**src/rtl/mem_port_arbiter_if.sv**
```systemverilog
// ---------------------------------------------------------------------------
// mem_port_arbiter_if
//   Bundle of every handshake/bus signal around the shared physical-memory
//   access port.
//   - IFU side : if_req_valid/if_req_ready/if_addr, if_rsp_valid/if_rdata
//   - LSU side : ls_req_valid/ls_req_ready/ls_addr/ls_wen/ls_wdata/ls_wmask,
//                ls_rsp_valid/ls_rdata
//   - Memory   : mem_req_valid/mem_req_ready/mem_addr/mem_wen/mem_wdata/
//                mem_wmask, mem_rsp_valid/mem_rdata
//   Modports:
//   - master : the arbiter, which masters the memory port and serves the
//              requesters
//   - slave  : the surroundings, meaning the requesters plus the memory wrapper
// ---------------------------------------------------------------------------
interface mem_port_arbiter_if #(
    parameter int ADDR_W = 64,
    parameter int DATA_W = 64,
    parameter int MASK_W = 8
);
    logic              if_req_valid;
    logic              if_req_ready;
    logic [ADDR_W-1:0] if_addr;
    logic              if_rsp_valid;
    logic [DATA_W-1:0] if_rdata;

    logic              ls_req_valid;
    logic              ls_req_ready;
    logic [ADDR_W-1:0] ls_addr;
    logic              ls_wen;
    logic [DATA_W-1:0] ls_wdata;
    logic [MASK_W-1:0] ls_wmask;
    logic              ls_rsp_valid;
    logic [DATA_W-1:0] ls_rdata;

    logic              mem_req_valid;
    logic              mem_req_ready;
    logic [ADDR_W-1:0] mem_addr;
    logic              mem_wen;
    logic [DATA_W-1:0] mem_wdata;
    logic [MASK_W-1:0] mem_wmask;
    logic              mem_rsp_valid;
    logic [DATA_W-1:0] mem_rdata;

    modport master (
        input  if_req_valid, if_addr,
        output if_req_ready, if_rsp_valid, if_rdata,
        input  ls_req_valid, ls_addr, ls_wen, ls_wdata, ls_wmask,
        output ls_req_ready, ls_rsp_valid, ls_rdata,
        output mem_req_valid, mem_addr, mem_wen, mem_wdata, mem_wmask,
        input  mem_req_ready, mem_rsp_valid, mem_rdata
    );

    modport slave (
        output if_req_valid, if_addr,
        input  if_req_ready, if_rsp_valid, if_rdata,
        output ls_req_valid, ls_addr, ls_wen, ls_wdata, ls_wmask,
        input  ls_req_ready, ls_rsp_valid, ls_rdata,
        input  mem_req_valid, mem_addr, mem_wen, mem_wdata, mem_wmask,
        output mem_req_ready, mem_rsp_valid, mem_rdata
    );
endinterface

```
**src/rtl/mem_port_arbiter.sv**
```systemverilog
// ---------------------------------------------------------------------------
// mem_port_arbiter
//   Shares the single physical-memory access port between instruction fetch
//   (IFU) and load/store (LSU). Exactly one transaction is outstanding at a
//   time, and each response is routed back to the requester that owns it.
//   When both requesters ask in the same cycle, round-robin arbitration
//   grants the one that did not win last time.
//   Ports:
//   - clk   : system clock, rising edge
//   - rst_n : asynchronous active-low reset
//   - bus   : mem_port_arbiter_if.master, carrying the IFU/LSU request and
//             response channels plus the memory request/response channel
//   Flow: IDLE (arbitrate, latch) -> REQ (present to memory) -> WAIT
//   (route response) -> IDLE
// ---------------------------------------------------------------------------
module mem_port_arbiter #(
    parameter int ADDR_W = 64,
    parameter int DATA_W = 64,
    parameter int MASK_W = 8
) (
    input  logic                 clk,
    input  logic                 rst_n,
    mem_port_arbiter_if.master   bus
);

    typedef enum logic [1:0] {
        ST_IDLE = 2'd0,
        ST_REQ  = 2'd1,
        ST_WAIT = 2'd2
    } state_t;

    // Owner and last-grant encoding: 0 = IFU, 1 = LSU.
    localparam logic OWN_IF = 1'b0;
    localparam logic OWN_LS = 1'b1;

    state_t            state_q;
    logic              owner_q;
    logic              last_grant_q;
    logic              mem_req_valid_q;
    logic [ADDR_W-1:0] addr_q;
    logic              wen_q;
    logic [DATA_W-1:0] wdata_q;
    logic [MASK_W-1:0] wmask_q;

    logic              grant_if_s;
    logic              grant_ls_s;
    logic              rsp_if_s;
    logic              rsp_ls_s;

    // Combinational round-robin grant. Requests are considered only in IDLE,
    // and a tie goes to the requester that did not win the previous grant.
    always_comb begin
        grant_if_s = 1'b0;
        grant_ls_s = 1'b0;
        if (state_q == ST_IDLE) begin
            if (bus.if_req_valid && bus.ls_req_valid) begin
                if (last_grant_q == OWN_IF) begin
                    grant_ls_s = 1'b1;
                end else begin
                    grant_if_s = 1'b1;
                end
            end else if (bus.if_req_valid) begin
                grant_if_s = 1'b1;
            end else if (bus.ls_req_valid) begin
                grant_ls_s = 1'b1;
            end else begin
                grant_if_s = 1'b0;
                grant_ls_s = 1'b0;
            end
        end else begin
            grant_if_s = 1'b0;
            grant_ls_s = 1'b0;
        end
    end

    // Response routing. A memory response counts only while waiting for one,
    // so a response that arrives in IDLE or REQ is dropped.
    always_comb begin
        rsp_if_s = 1'b0;
        rsp_ls_s = 1'b0;
        if ((state_q == ST_WAIT) && bus.mem_rsp_valid) begin
            rsp_if_s = (owner_q == OWN_IF);
            rsp_ls_s = (owner_q == OWN_LS);
        end else begin
            rsp_if_s = 1'b0;
            rsp_ls_s = 1'b0;
        end
    end

    // Transaction sequencer. Request fields are latched on accept, and
    // mem_req_valid is registered so that it rises the cycle after the accept.
    always_ff @(posedge clk or negedge rst_n) begin
        if (!rst_n) begin
            state_q         <= ST_IDLE;
            owner_q         <= OWN_IF;
            last_grant_q    <= OWN_IF;
            mem_req_valid_q <= 1'b0;
            addr_q          <= {ADDR_W{1'b0}};
            wen_q           <= 1'b0;
            wdata_q         <= {DATA_W{1'b0}};
            wmask_q         <= {MASK_W{1'b0}};
        end else begin
            case (state_q)
                ST_IDLE: begin
                    if (grant_if_s) begin
                        // Fetches are reads, so the write fields are forced to zero.
                        addr_q          <= bus.if_addr;
                        wen_q           <= 1'b0;
                        wdata_q         <= {DATA_W{1'b0}};
                        wmask_q         <= {MASK_W{1'b0}};
                        owner_q         <= OWN_IF;
                        last_grant_q    <= OWN_IF;
                        mem_req_valid_q <= 1'b1;
                        state_q         <= ST_REQ;
                    end else if (grant_ls_s) begin
                        addr_q          <= bus.ls_addr;
                        wen_q           <= bus.ls_wen;
                        wdata_q         <= bus.ls_wdata;
                        wmask_q         <= bus.ls_wmask;
                        owner_q         <= OWN_LS;
                        last_grant_q    <= OWN_LS;
                        mem_req_valid_q <= 1'b1;
                        state_q         <= ST_REQ;
                    end else begin
                        state_q <= ST_IDLE;
                    end
                end
                ST_REQ: begin
                    if (bus.mem_req_ready) begin
                        mem_req_valid_q <= 1'b0;
                        state_q         <= ST_WAIT;
                    end else begin
                        state_q <= ST_REQ;
                    end
                end
                ST_WAIT: begin
                    if (bus.mem_rsp_valid) begin
                        state_q <= ST_IDLE;
                    end else begin
                        state_q <= ST_WAIT;
                    end
                end
                default: begin
                    mem_req_valid_q <= 1'b0;
                    state_q         <= ST_IDLE;
                end
            endcase
        end
    end

    assign bus.if_req_ready  = grant_if_s;
    assign bus.ls_req_ready  = grant_ls_s;

    assign bus.mem_req_valid = mem_req_valid_q;
    assign bus.mem_addr      = addr_q;
    assign bus.mem_wen       = wen_q;
    assign bus.mem_wdata     = wdata_q;
    assign bus.mem_wmask     = wmask_q;

    assign bus.if_rsp_valid  = rsp_if_s;
    assign bus.ls_rsp_valid  = rsp_ls_s;

    // Read data goes only to the owner. The other requester sees zero.
    assign bus.if_rdata = ((state_q == ST_WAIT) && (owner_q == OWN_IF)) ? bus.mem_rdata : {DATA_W{1'b0}};
    assign bus.ls_rdata = ((state_q == ST_WAIT) && (owner_q == OWN_LS)) ? bus.mem_rdata : {DATA_W{1'b0}};

endmodule

```
**src/flat_wrapper.sv**
```systemverilog
// flat-port wrapper written by rule: the top's interface ports become plain ports
module mem_port_arbiter_flat 
#(
    parameter int ADDR_W = 64,
    parameter int DATA_W = 64,
    parameter int MASK_W = 8
)
  (clk, rst_n, bus_if_req_valid, bus_if_addr, bus_if_req_ready, bus_if_rsp_valid, bus_if_rdata, bus_ls_req_valid, bus_ls_addr, bus_ls_wen, bus_ls_wdata, bus_ls_wmask, bus_ls_req_ready, bus_ls_rsp_valid, bus_ls_rdata, bus_mem_req_valid, bus_mem_addr, bus_mem_wen, bus_mem_wdata, bus_mem_wmask, bus_mem_req_ready, bus_mem_rsp_valid, bus_mem_rdata);
  mem_port_arbiter_if #(.ADDR_W(ADDR_W), .DATA_W(DATA_W), .MASK_W(MASK_W)) bus_i ();
  input  logic clk;
  input  logic rst_n;
  input wire logic [$bits(bus_i.if_req_valid)-1:0] bus_if_req_valid;
  input wire logic [$bits(bus_i.if_addr)-1:0] bus_if_addr;
  output wire logic [$bits(bus_i.if_req_ready)-1:0] bus_if_req_ready;
  output wire logic [$bits(bus_i.if_rsp_valid)-1:0] bus_if_rsp_valid;
  output wire logic [$bits(bus_i.if_rdata)-1:0] bus_if_rdata;
  input wire logic [$bits(bus_i.ls_req_valid)-1:0] bus_ls_req_valid;
  input wire logic [$bits(bus_i.ls_addr)-1:0] bus_ls_addr;
  input wire logic [$bits(bus_i.ls_wen)-1:0] bus_ls_wen;
  input wire logic [$bits(bus_i.ls_wdata)-1:0] bus_ls_wdata;
  input wire logic [$bits(bus_i.ls_wmask)-1:0] bus_ls_wmask;
  output wire logic [$bits(bus_i.ls_req_ready)-1:0] bus_ls_req_ready;
  output wire logic [$bits(bus_i.ls_rsp_valid)-1:0] bus_ls_rsp_valid;
  output wire logic [$bits(bus_i.ls_rdata)-1:0] bus_ls_rdata;
  output wire logic [$bits(bus_i.mem_req_valid)-1:0] bus_mem_req_valid;
  output wire logic [$bits(bus_i.mem_addr)-1:0] bus_mem_addr;
  output wire logic [$bits(bus_i.mem_wen)-1:0] bus_mem_wen;
  output wire logic [$bits(bus_i.mem_wdata)-1:0] bus_mem_wdata;
  output wire logic [$bits(bus_i.mem_wmask)-1:0] bus_mem_wmask;
  input wire logic [$bits(bus_i.mem_req_ready)-1:0] bus_mem_req_ready;
  input wire logic [$bits(bus_i.mem_rsp_valid)-1:0] bus_mem_rsp_valid;
  input wire logic [$bits(bus_i.mem_rdata)-1:0] bus_mem_rdata;
  assign bus_i.if_req_valid = bus_if_req_valid;
  assign bus_i.if_addr = bus_if_addr;
  assign bus_if_req_ready = bus_i.if_req_ready;
  assign bus_if_rsp_valid = bus_i.if_rsp_valid;
  assign bus_if_rdata = bus_i.if_rdata;
  assign bus_i.ls_req_valid = bus_ls_req_valid;
  assign bus_i.ls_addr = bus_ls_addr;
  assign bus_i.ls_wen = bus_ls_wen;
  assign bus_i.ls_wdata = bus_ls_wdata;
  assign bus_i.ls_wmask = bus_ls_wmask;
  assign bus_ls_req_ready = bus_i.ls_req_ready;
  assign bus_ls_rsp_valid = bus_i.ls_rsp_valid;
  assign bus_ls_rdata = bus_i.ls_rdata;
  assign bus_mem_req_valid = bus_i.mem_req_valid;
  assign bus_mem_addr = bus_i.mem_addr;
  assign bus_mem_wen = bus_i.mem_wen;
  assign bus_mem_wdata = bus_i.mem_wdata;
  assign bus_mem_wmask = bus_i.mem_wmask;
  assign bus_i.mem_req_ready = bus_mem_req_ready;
  assign bus_i.mem_rsp_valid = bus_mem_rsp_valid;
  assign bus_i.mem_rdata = bus_mem_rdata;
  mem_port_arbiter #(.ADDR_W(ADDR_W), .DATA_W(DATA_W), .MASK_W(MASK_W)) u_core (.clk(clk), .rst_n(rst_n), .bus(bus_i));
endmodule
```
**config.mk**
```make
export PLATFORM = sky130hd
export DESIGN_NAME = mem_port_arbiter_flat
export DESIGN_NICKNAME = d
export VERILOG_FILES = /design/src/rtl/mem_port_arbiter_if.sv /design/src/rtl/mem_port_arbiter.sv /design/src/flat_wrapper.sv
export SDC_FILE = /design/constraint.sdc
export NUM_CORES = 1
export LEC_CHECK = 0
export ABC_AREA = 1
export BUFFER_PORTS_ARGS = -buffer_cell sky130_fd_sc_hd__buf_2
export CELL_PAD_IN_SITES_DETAIL_PLACEMENT = 0
export CELL_PAD_IN_SITES_GLOBAL_PLACEMENT = 2
export CORE_ASPECT_RATIO = 0.9
export CORE_MARGIN = 10
export CORE_UTILIZATION = 20
export CTS_BUF_LIST = sky130_fd_sc_hd__clkbuf_8 sky130_fd_sc_hd__clkbuf_16
export CTS_CLUSTER_DIAMETER = 200
export DETAILED_ROUTE_END_ITERATION = 12
export MAX_ROUTING_LAYER = met4
export PLACE_DENSITY = 0.86
export SYNTH_ARGS = -nofsm -noshare
export SYNTH_HDL_FRONTEND = slang
export SYNTH_SLANG_ARGS = --single-unit
```
**constraint.sdc**
```tcl
create_clock -name clk -period 1.9 [get_ports clk]
set_input_delay 0.38 -clock clk [delete_from_list [all_inputs] [get_ports clk]]
set_output_delay 0.38 -clock clk [all_outputs]
set_load 0.03 [all_outputs]
```
# --- After elaboration in Yosys (flattened, before gate mapping) ---
# Cells that the tools add are included.
# W data, S select, Z words.
op_classes:
  n_bitwise: 2
  n_mux: 31
  reduce_logical: 8
  n_eq_ne: 4
ops:
  columns: ["cell", "n"]
  rows:
  - ["$mux W64", 6]
  - ["$mux W1", 18]
  - ["$mux W8", 2]
  - ["$mux W2", 3]
  - ["$pmux W2 S3", 1]
  - ["$logic_and A1 B1 Y1", 4]
  - ["$ne A3 B3 Y1 const B", 1]
  - ["$pmux W1 S3", 1]
  - ["$reduce_and A3 Y1", 1]
  - ["$eq A2 B1 Y1 const B", 1]
  - ["$eq A2 B2 Y1 const B", 1]
  - ["$logic_not A2 Y1", 1]
  - ["$ne A2 B2 Y1 const B", 1]
  - ["$not A1 Y1", 2]
  - ["$reduce_and A2 Y1", 1]
  - ["$reduce_bool A2 Y1", 1]
totals:
  inputBits: 271
  elab_cells: 52
  regBits: 141
  out_inout_bits: 270

# --- Logic depth before layout (Yosys ltp) ---
depth:
  depth_word: 7
  depth_mapped: 8
  ltp_nobuf: 6

# --- Worst setup path before layout ---
# No wires, ideal clock.
synth_path:
  path_kind: "flip-flop to output port"
  startpoint: "register u_core.state_q[0]"
  endpoint: "output bus_ls_rdata[13]"
  n_path_buf: 2
  setup_slack_ns: 0.178
  t_required_ns: 1.520
  arrival_time_ns: 1.342
  stages_incl_launch_ff: 8
  cell_sequence: "dfrtp_1 > inv_1 > nand2_1 > inv_1 > nand2_1 > buf_2 > buf_2 > nor2_1"
synth_via:
  elab_chain_cells: 3
synth_rtl:
  columns: ["item", "line", "source"]
  rows:
  - ["start: declaration", "mem_port_arbiter.sv:36", "state_t state_q;"]
  - ["start signal: assignment", "mem_port_arbiter.sv:94", "state_q <= ST_IDLE;"]
  - ["start signal: assignment", "mem_port_arbiter.sv:114", "state_q <= ST_REQ;"]
  - ["start signal: assignment", "mem_port_arbiter.sv:123", "state_q <= ST_REQ;"]
  - ["$eq A2 B2 Y1", "mem_port_arbiter.sv:165", "assign bus.ls_rdata = ((state_q == ST_WAIT) && (owner_q == OWN_LS)) ? bus.mem_rdata : {DATA_W{1'b0}};"]
  - ["$logic_and A1 B1 Y1", "mem_port_arbiter.sv:165", null]
  - ["$mux W64", "mem_port_arbiter.sv:165", null]
  - ["end: declaration", "flat_wrapper.sv:24", "output wire logic [$bits(bus_i.ls_rdata)-1:0] bus_ls_rdata;"]
# No other way between the ends.

# --- Worst setup path in the final report ---
layout_path:
  startpoint: "register u_core.state_q[0]"
  endpoint: "output bus_ls_rdata[46]"
# Same word-level chain as after synthesis.

==> results.ini <==
[power_and_ir_drop]
leakagePower_nw = 7.70
pwr-share-clk_pct = 18.1
p_switching_mw = 10.1
p_int_mw = 9.99
swShare_pct = 50.3
total_power_mw = 20.1
ir_drop_mv = 0.742
power_frac_comb_pct = 57.0
power_density_mw_per_mm2 = 1570
seqPwrFrac_pct = 24.9

[global_route]
grt.overflow.total = 0
grt_pass1_wl_mm = 59.7
grt_start_max_net_pins = 65
grt_usage_pct = 17.7
grt_pass1_vias = 9190
antenna_found_initial = 20

[logic_synthesis]
ys_seq_area_share_pct = 47.2
syn_avg_cell_area_um2 = 6.84
netlist_area_mm2 = 0.00747
synth_nets = 1364
netlist_instances = 1093
yosysUniqueCellTypes = 18
ys_ff_latch = 141
yosysWarnings = 0

[setup_path]
cp.arrival_ps = 1690
r2r_end = u_core.bus.mem_addr[0]
reg2reg_slack_ps = 110
rr_startpoint = u_core.state_q[0]
endpoint_kind = output pin
cp-start-kind = flip-flop
cp.required_ps = 1520
worstSetupPathType = flip-flop to output pin
startpoint = u_core.state_q[0]
reg2reg_depth = 8
critPathMaxFanout = 8

[status]
violations = setup timing
status = complete, but fails checks

[sta]
finalCritPeriodShare_pct = 109
setup_viol = 131
period_needed_ps = 2070
slew_headroom_pct = 48.0
worst-slew-pin-transition_ps = 780
finClkSkew_ps = 7.52
hold_viol_final = 0
clock.fmax_ghz = 0.483
rsz0062_at_grt = true
setup_ws_ps = -172
slew_viol_final = 0

[cells_and_area]
syn2layout_area_growth_pct = 71.8
fin_nets = 1893
layout-drive-gt1-share_pct = 44.1

[placement]
gp_congestion = 0.842
place_ws_ps = 223
hpwlAfterDp_mm = 31.4
io_buffers = 540

[clocking]
worstSkewPairLatency_ps = 440
cts.clk_slew.worst_paths_ps = 70
cts_tree = yes
clk_path_buf_depth = 2
root_buffer = clkbuf_16
cts.sinks = 141
cts_buffers = 17
cts.htree.levels = 4

[routing]
drtIter0Drc = 481
vias = 8935
route.detailed.drc = 0
first_pass_iters = 5
drt-total-wl_mm = 42.9
wl_per_cell_um = 20.1
antenna_left = 0
vias_per_cell = 4.19

[floorplan]
die_w_um = 224
die-area_mm2 = 0.0455
rows = 67
io_pins = 541
start_util_pct = 20.2
fp.dieH_um = 203
core_area_mm2 = 0.0371

[min_path]
holdCritStartpoint = bus_ls_wen
worstHoldPathCells = 3
min_to = u_core.bus.mem_wen
worstHoldPathType = input port to flip-flop

[run]
drv_cap = 0

==> metal layers <==
layer | part of all wire, % | track usage, % | vias to the layer above
met5 | 0 | - | -
met4 | 3.3 | 7.19 | 0
met3 | 6.4 | 4.68 | 67
met2 | 54 | 31.6 | 404
met1 | 36 | 18.2 | 4147
li1 | - | - | 4317
==> critical path, stage by stage, from the launching register on <==
cell and delay, ps:
dfrtp_2 420, inv_2 70, nand2_4 50, clkinv_4 80
nand2_8 110, clkbuf_16 220, nor2_2 130, buf_6 150
==> stage by stage <==
| step | utilization, % | hold WS (ps) | TNS, ps | instance area, µm² | instances |
|---|---|---|---|---|---|
| final | 34.6 | 132 | -13330 | 12800 | 2130 |
| after CTS | 32.4 | 97.7 | -17150 | 12000 | 2102 |
| after detailed placement | 28.9 | 306 | 0 | 10700 | 2064 |
| after global routing | 34.6 | 109 | -23430 | 12800 | 2130 |
| after global placement | 28.9 | 306 | 0 | 10700 | 2064 |
| after floorplan | - | 84.4 | 0 | 7470 | 1093 |
==> synth_stat cells <==
master | number | area share [%]
a21oi_1 | 1 | 0.067
a22oi_1 | 1 | 0.10
buf_1 | 1 | 0.050
buf_2 | 37 | 2.5
buf_4 | 9 | 0.90
buf_6 | 4 | 0.60
clkbuf_1 | 19 | 0.95
dfrtp_1 | 141 | 47
inv_1 | 198 | 9.9
inv_2 | 1 | 0.050
nand2_1 | 416 | 21
nand3_1 | 68 | 4.6
nand3b_1 | 1 | 0.10
nand4_1 | 63 | 5.3
nor2_1 | 130 | 6.5
nor2_2 | 1 | 0.084
o21ai_0 | 1 | 0.067
o21ai_2 | 1 | 0.12
==> kinds of logic after synthesis <==
kind of cell | share of synthesized area, %
compound gates | 0.352
simple gates | 37.4
flops | 47.2
buf+inv | 15.0
==> worst max path at each step <==
stage	end	cells past startpoint	slack [ps]
floorplan	bus_ls_rdata[13]	7	180
global placement	bus_if_rdata[50]	7	180
detailed placement	bus_if_rdata[50]	7	220
CTS	bus_ls_rdata[26]	7	-170
global route	bus_if_rdata[53]	7	-240
finish	bus_ls_rdata[46]	7	-170
==> layout by cell type (no fill, tap or decap), drive strengths merged <==
cell / synthesis / layout
diode: 0 / 12
dfrtp: 141 / 141
o21ai: 2 / 2
clkinvlp: 0 / 1
a22oi: 1 / 1
nor2: 131 / 131
clkbuf: 19 / 25
buf: 51 / 573
nand3b: 1 / 1
nand4: 63 / 63
clkinv: 0 / 5
inv: 199 / 203
nand3: 68 / 68
a21oi: 1 / 1
dlygate4sd3: 0 / 1
bufinv: 0 / 3
nand2: 416 / 416
==> what timing repair did <==
item	4_1_cts	5_1_grt
setup endpoints to repair	132	132
cloned	3	9
endpoints found under the hold margin	29	0
hold buffers	1	0
setup buffers	2	7
resized for setup	210	161
pin swaps	1	3
==> registers in the layout, indices dropped and copies added (netlist names) <==
register / cells
u_core.bus.mem_req_valid: 1
u_core.bus.mem_addr: 64
u_core.state_q: 2
u_core.bus.mem_wen: 1
u_core.bus.mem_wmask: 8
u_core.last_grant_q: 1
u_core.bus.mem_wdata: 64
==> power groups by stage <==
stage / combinational, mW / sequential [mW] / clock, mW
6_report: 11.5 / 5.00 / 3.64
5_1_grt: 12.3 / 5.17 / 3.88
4_1_cts: 10.9 / 4.98 / 3.75
3_5_place_dp: 10.3 / 5.01 / 0
3_3_place_gp: 10.2 / 4.98 / 0
2_1_floorplan: 4.18 / 7.45 / 0
==> final cells by class <==
cell class	instances	area, µm²
Tap cell	483	604
Clock inverter	13	176
Inverter	199	759
Clock buffer	19	453
Sequential cell	141	3530
Multi-Input combinational cell	683	3250
Timing Repair Buffer	580	4030
Fill cell	3993	24200
Antenna cell	12	30.0
Note: power is estimated with default switching activity, not from simulation.
